`config.mk`:
```
export PLATFORM = sky130hd
export DESIGN_NAME = uart_tx_serializer
export DESIGN_NICKNAME = d
export VERILOG_FILES = /design/src/rtl/uart_tx_serializer.sv
export SDC_FILE = /design/constraint.sdc
export NUM_CORES = 1
export LEC_CHECK = 0
export CAP_MARGIN = 10
export CORE_MARGIN = 2
export CORE_UTILIZATION = 43
export DETAILED_ROUTE_END_ITERATION = 8
export MAX_ROUTING_LAYER = met4
export PLACE_DENSITY = 0.64
export SYNTH_ARGS = -nofsm -noshare
export SYNTH_HDL_FRONTEND = slang
export SYNTH_SLANG_ARGS = --single-unit
```
`constraint.sdc`:
```
create_clock -name Clk -period 2.2 [get_ports Clk]
set_input_delay 0.44 -clock Clk [delete_from_list [all_inputs] [get_ports Clk]]
set_output_delay 0.44 -clock Clk [all_outputs]
set_load 0.005 [all_outputs]
```
`src/rtl/uart_tx_serializer.sv`:
```
// uart_tx_serializer: byte-to-serial UART transmitter, 8N1, LSB first, with a
// one-byte holding register so consecutive frames go out with no idle gap.
//
// Optional feature macro: UART_TX_PARITY_EN
//   defined   -> a parity bit follows the data bits (11-bit frame); PARITY_ODD
//                selects the sense (0 = even, 1 = odd).
//   undefined -> 10-bit frame, no parity logic; PARITY_ODD is ignored.
//
// Parameters:
//   CLKS_PER_BIT  clock cycles per bit time (>= 2)
//   PARITY_ODD    parity sense, only used with UART_TX_PARITY_EN
// Ports:
//   Clk      in   system clock, posedge
//   Reset    in   synchronous, active-high
//   XMitGo   in   load strobe; accepted when the holding register is empty
//   TxData   in   byte to send, sampled on an accepted XMitGo edge
//   TxEmpty  out  holding register empty, a new byte may be accepted
//   TxBusy   out  frame in progress
//   TxDone   out  one-cycle pulse in the first cycle after a stop bit
//   TxD      out  registered serial line, idle high
module uart_tx_serializer #(
  parameter int unsigned CLKS_PER_BIT = 5208,
  parameter bit          PARITY_ODD   = 1'b0
) (
  input  logic       Clk,
  input  logic       Reset,
  input  logic       XMitGo,
  input  logic [7:0] TxData,
  output logic       TxEmpty,
  output logic       TxBusy,
  output logic       TxDone,
  output logic       TxD
);

  localparam int unsigned CntW = (CLKS_PER_BIT > 1) ? $clog2(CLKS_PER_BIT) : 1;
  localparam logic [CntW-1:0] CntMax = CntW'(CLKS_PER_BIT - 1);

`ifdef UART_TX_PARITY_EN
  typedef enum logic [2:0] {StIdle, StStart, StData, StParity, StStop} state_e;
`else
  typedef enum logic [1:0] {StIdle, StStart, StData, StStop} state_e;
`endif

  state_e          state_q, state_d;
  logic [CntW-1:0] cnt_q, cnt_d;
  logic [2:0]      bit_cnt_q, bit_cnt_d;
  logic [7:0]      shift_q, shift_d;
  logic [7:0]      hold_q, hold_d;
  logic            hold_valid_q, hold_valid_d;
  logic            txd_q, txd_d;
  logic            done_q, done_d;
  logic            bit_end;
  logic            load_shift;

`ifdef UART_TX_PARITY_EN
  logic            parity_q, parity_d;
`else
  logic            unused_parity_odd;
  assign unused_parity_odd = PARITY_ODD;
`endif

  assign bit_end = (cnt_q == CntMax);

  always_comb begin
    state_d      = state_q;
    bit_cnt_d    = bit_cnt_q;
    shift_d      = shift_q;
    hold_d       = hold_q;
    hold_valid_d = hold_valid_q;
    done_d       = 1'b0;
    load_shift   = 1'b0;
    // Every state change happens on bit_end, so the wrap to zero doubles as
    // the clear-on-entry of the baud counter.
    cnt_d        = bit_end ? '0 : cnt_q + 1'b1;
`ifdef UART_TX_PARITY_EN
    parity_d     = parity_q;
`endif

    // Accept and transfer are mutually exclusive on hold_valid_q.
    if (XMitGo && !hold_valid_q) begin
      hold_d       = TxData;
      hold_valid_d = 1'b1;
    end

    unique case (state_q)
      StIdle: begin
        cnt_d = '0;
        if (hold_valid_q) load_shift = 1'b1;
      end
      StStart: begin
        if (bit_end) begin
          state_d   = StData;
          bit_cnt_d = 3'd0;
        end
      end
      StData: begin
        if (bit_end) begin
          shift_d   = {1'b0, shift_q[7:1]};
          bit_cnt_d = bit_cnt_q + 3'd1;
          if (bit_cnt_q == 3'd7) begin
`ifdef UART_TX_PARITY_EN
            state_d = StParity;
`else
            state_d = StStop;
`endif
          end
        end
      end
`ifdef UART_TX_PARITY_EN
      StParity: begin
        if (bit_end) state_d = StStop;
      end
`endif
      StStop: begin
        if (bit_end) begin
          done_d = 1'b1;
          if (hold_valid_q) load_shift = 1'b1;
          else              state_d    = StIdle;
        end
      end
      default: state_d = StIdle;
    endcase

    if (load_shift) begin
      shift_d      = hold_q;
      hold_valid_d = 1'b0;
      state_d      = StStart;
`ifdef UART_TX_PARITY_EN
      parity_d     = (^hold_q) ^ PARITY_ODD;
`endif
    end

    // Line level is registered from the next state so TxD lines up with state_q.
    unique case (state_d)
      StIdle:   txd_d = 1'b1;
      StStart:  txd_d = 1'b0;
      StData:   txd_d = shift_d[0];
`ifdef UART_TX_PARITY_EN
      StParity: txd_d = parity_d;
`endif
      StStop:   txd_d = 1'b1;
      default:  txd_d = 1'b1;
    endcase
  end

  always_ff @(posedge Clk) begin
    if (Reset) begin
      state_q      <= StIdle;
      cnt_q        <= '0;
      bit_cnt_q    <= 3'd0;
      shift_q      <= 8'h00;
      hold_q       <= 8'h00;
      hold_valid_q <= 1'b0;
      txd_q        <= 1'b1;
      done_q       <= 1'b0;
`ifdef UART_TX_PARITY_EN
      parity_q     <= 1'b0;
`endif
    end else begin
      state_q      <= state_d;
      cnt_q        <= cnt_d;
      bit_cnt_q    <= bit_cnt_d;
      shift_q      <= shift_d;
      hold_q       <= hold_d;
      hold_valid_q <= hold_valid_d;
      txd_q        <= txd_d;
      done_q       <= done_d;
`ifdef UART_TX_PARITY_EN
      parity_q     <= parity_d;
`endif
    end
  end

  assign TxEmpty = ~hold_valid_q;
  assign TxBusy  = (state_q != StIdle);
  assign TxDone  = done_q;
  assign TxD     = txd_q;

endmodule
```
==> run_results.csv <==
group,metric,value,unit
flow_run,max_cap_violations,0,
routing,postRouteAntennaNets,0,
die,io_pins,15,
power_and_ir_drop,power-per-cell-area,622,mW/mm²
power_and_ir_drop,p_sw,0.393,mW
clock_tree,cts_buffers,5,
synth,synth_commonest_cells,"dfxtp_1 (37), nor2_1 (24), mux2i_1 (15)",
die,dieArea,0.00469,mm²
layout,multiInputGateArea,0.00104,mm²
routing,first_pass_iters,4,
layout,diodes,0,
timing,fin_crit_sh,103,%
power_and_ir_drop,seq_power_share,50.1,%
min_path,whs_path_depth,2,
routing,wl,4180,µm
timing,fin_skew,3.61,ps
routing,viasPerCell,5.38,
critical_path,crit_family,"compound AO/OA/AOI/OAI gates",
timing,timing.fmax,440,MHz
timing,hold_ws,492,ps
critical_path,cp_num_cells,10,
clock_tree,cts_buffer_depth,2,
layout,seq_area,746,µm²
critical_path,crit_top_cell,"ha_2",
critical_path,crit_path_start_kind,"flop",
clock_tree,clock-sinks,37,
place,place_congestion,0.916,
timing,worstMarginPinSlew,427,ps
power_and_ir_drop,clockPowerShare,30.8,%
die,die_h,68.5,µm
global_routing,grt_max_degree,26,
timing,setup_slack,-71.5,ps
timing,rsz0062_at_grt,"yes",
synth,ys.flop_type,"dfxtp_1",
die,die-width,68.5,µm
place,io_buffers,14,
synth,synthArstFlopShare,0,%
power_and_ir_drop,p_comb_share,19.1,%
critical_path,path_class,"flop to flop",
synth,yosysSeqAreaShare,41.4,%
clock_tree,postCtsHoldBufs,0,
global_routing,grt_pass1_wl,7110,µm
critical_path,end_kind,"flop",
global_routing,grt_use_met2,32.5,%
clock_tree,path_clk_slew,70,ps
die,start_util,44.7,%
critical_path,cp_slowest_cell,"a2111o_1",
place,dp_hpwl,2980,µm
critical_path,r2r_slack,-70,ps
routing,drt_iter0_drc,88,
global_routing,grt_use_total,21.0,%
global_routing,grt_pass1_vias,1519,
power_and_ir_drop,p_leak,0.983,nW
clock_tree,htreeDepth,2,
synth,yosysWarningCount,0,
layout,fillCellCount,350,
place,dp_slack,-115,ps
routing,vias,1559,
global_routing,use_met3,4.93,%
critical_path,crit_arrival,2490,ps
power_and_ir_drop,switching_share,26.9,%
synth,synth_most_common_cell,"dfxtp_1",
global_routing,antenna_found_initial,0,
synth,netlist_instances,197,
critical_path,crit_required,2420,ps
min_path,hp-class,"flop to flop",
global_routing,grt_busiest_layer,"met2",
timing,finalSetupTns,-71.5,ps
timing,setup_violations,1,
layout,drive_gt1_share,25.0,%
layout,finalInstanceArea,0.00235,mm²
clock_tree,clk_latency,290,ps
timing,finalCriticalPeriod,2270,ps
critical_path,reg2reg_depth,10,
synth,yosysTopAreaCell,"dfxtp_1",
timing,hold_viol_final,0,
critical_path,crit_chain,"ha_2 -> and4b_2 -> a41oi_2 -> a2111o_1 -> a21bo_1 -> ha_2 -> nor2b_2 -> nand2_1 -> o31a_1 -> o21ai_1",
timing,drv_slew,0,
synth,synth.top_cell.area_share,41.4,%
place,placed_area,0.00218,mm²
status,violations,"setup timing",
routing,drc_errors,0,
layout,fin_nets,259,
layout,area_growth,31.6,%
min_path,hold_path_end,"bit_cnt_q[2]",
synth,yosys-top-cells-area,"dfxtp_1 (41%), mux2i_1 (8.4%), ha_1 (6.3%), nor2_1 (5.0%), nor3_1 (3.4%)",
status,outcome,"finished with violations",
critical_path,crit_fanout,4,
clock_tree,root_buffer,"clkbuf_8",
power_and_ir_drop,ir_worst_vdd,0.000366,V
min_path,hp-start,"bit_cnt_q[2]",
routing,wl_per_cell,14.4,µm
synth,synth_edf_count,0,
die,num_rows,23,
synth,syn-cell-area,0.00179,mm²
critical_path,critical_path.max_stage_delay,380,ps
global_routing,grtUsageMet1,27.3,%
power_and_ir_drop,p_int,1.07,mW
synth,synth-seq-cells,37,
critical_path,reg2reg_to,"TxD",
timing,slew_headroom,71.6,%
synth,syn-num-nets,217,
clock_tree,cts_tree,"yes",
synth,synth.distinct_cells,39,
synth,synth.avg_cell_area,9.08,µm²
global_routing,overflow,0,
critical_path,regToRegStartpoint,"cnt_q[0]",
critical_path,critPathBufInv,0,
die,coreArea,0.00400,mm²
==> how the worst max path moves through the flow <==
stage                        start  end  slack (ps)
after global placement    cnt_q[2]  TxD         -50
after CTS                 cnt_q[8]  TxD         -50
final                     cnt_q[0]  TxD         -70
after detailed placement  cnt_q[2]  TxD        -120
after floorplan           cnt_q[5]  TxD         -40
after global routing      cnt_q[2]  TxD        -200
==> power by group through the flow <==
stage	registers (mW)	clock network, mW	logic, mW
global placement	0.743	0	0.248
CTS	0.730	0.467	0.267
floorplan	0.741	0	0.156
finish	0.732	0.450	0.280
detailed placement	0.746	0	0.259
global route	0.737	0.494	0.310
==> registers in the layout (all words and copies together), names as in the netlist <==
register      flops
TxD               1
bit_cnt_q         3
TxDone            1
state_q           2
cnt_q            13
shift_q           8
hold_q            8
hold_valid_q      1
==> layout by cell type (no fill, tap or decap), types with 2 or more instances in the layout <==
cell / instances
a211oi_1: 7
a21oi_1: 7
a41oi_2: 2
and3_1: 3
buf_4: 33
clkbuf_8: 5
clkdlybuf4s50_1: 13
clkinv_2: 2
dfxtp_1: 33
dfxtp_2: 4
ha_1: 7
ha_2: 2
inv_1: 9
mux2i_1: 15
nand2_1: 6
nand3_1: 3
nand4_1: 6
nor2_1: 24
nor3_1: 12
o21ai_0: 6
or3_1: 4
xnor2_1: 4
xor2_1: 5
==> repair_timing <==
action	CTS	global route
endpoints found under the setup margin	1	2
setup buffers	1	0
pin swaps	1	0
resized for setup	9	8
hold endpoints to repair	0	0
==> tightest hold or removal path, stage by stage, from the launching register on <==
cell and delay, ps:
dfxtp_1 320, o21ai_0 70, a21oi_1 60
==> routing by layer <==
layer | up-vias | share of wire (%)
met3 | 7 | 3.4
met1 | 740 | 47
met5 | - | 0
li1 | 785 | -
met2 | 27 | 48
met4 | 0 | 1.4
==> kinds of logic after synthesis <==
family / synth area share (%)
AND/OR/NAND/NOR: 21.8
XOR/XNOR: 4.41
AO/OA/AOI/OAI: 12.8
flip-flops: 41.4
multiplexers: 8.40
adder cells (fa/ha/maj): 6.30
buffers and inverters: 4.83
==> area by class of cell <==
| class | instances | share of cell area (%) |
|---|---|---|
| inverter | 9 | 1.44 |
| multi-input combinational | 139 | 44.1 |
| clock inverter | 2 | 0.426 |
| tap | 50 | 2.66 |
| sequential | 37 | 31.7 |
| clock buffer | 6 | 3.09 |
| timing repair buffer | 47 | 16.6 |
==> metrics by stage <==
step                utilization, %  power (mW)  instances
floorplan                        -       0.897        197
global placement              54.6       0.991        281
detailed placement            54.6        1.00        281
CTS                           57.8        1.46        290
global route                  58.8        1.54        290
finish                        58.8        1.46        290
Note: power is estimated with default switching activity, not from simulation.
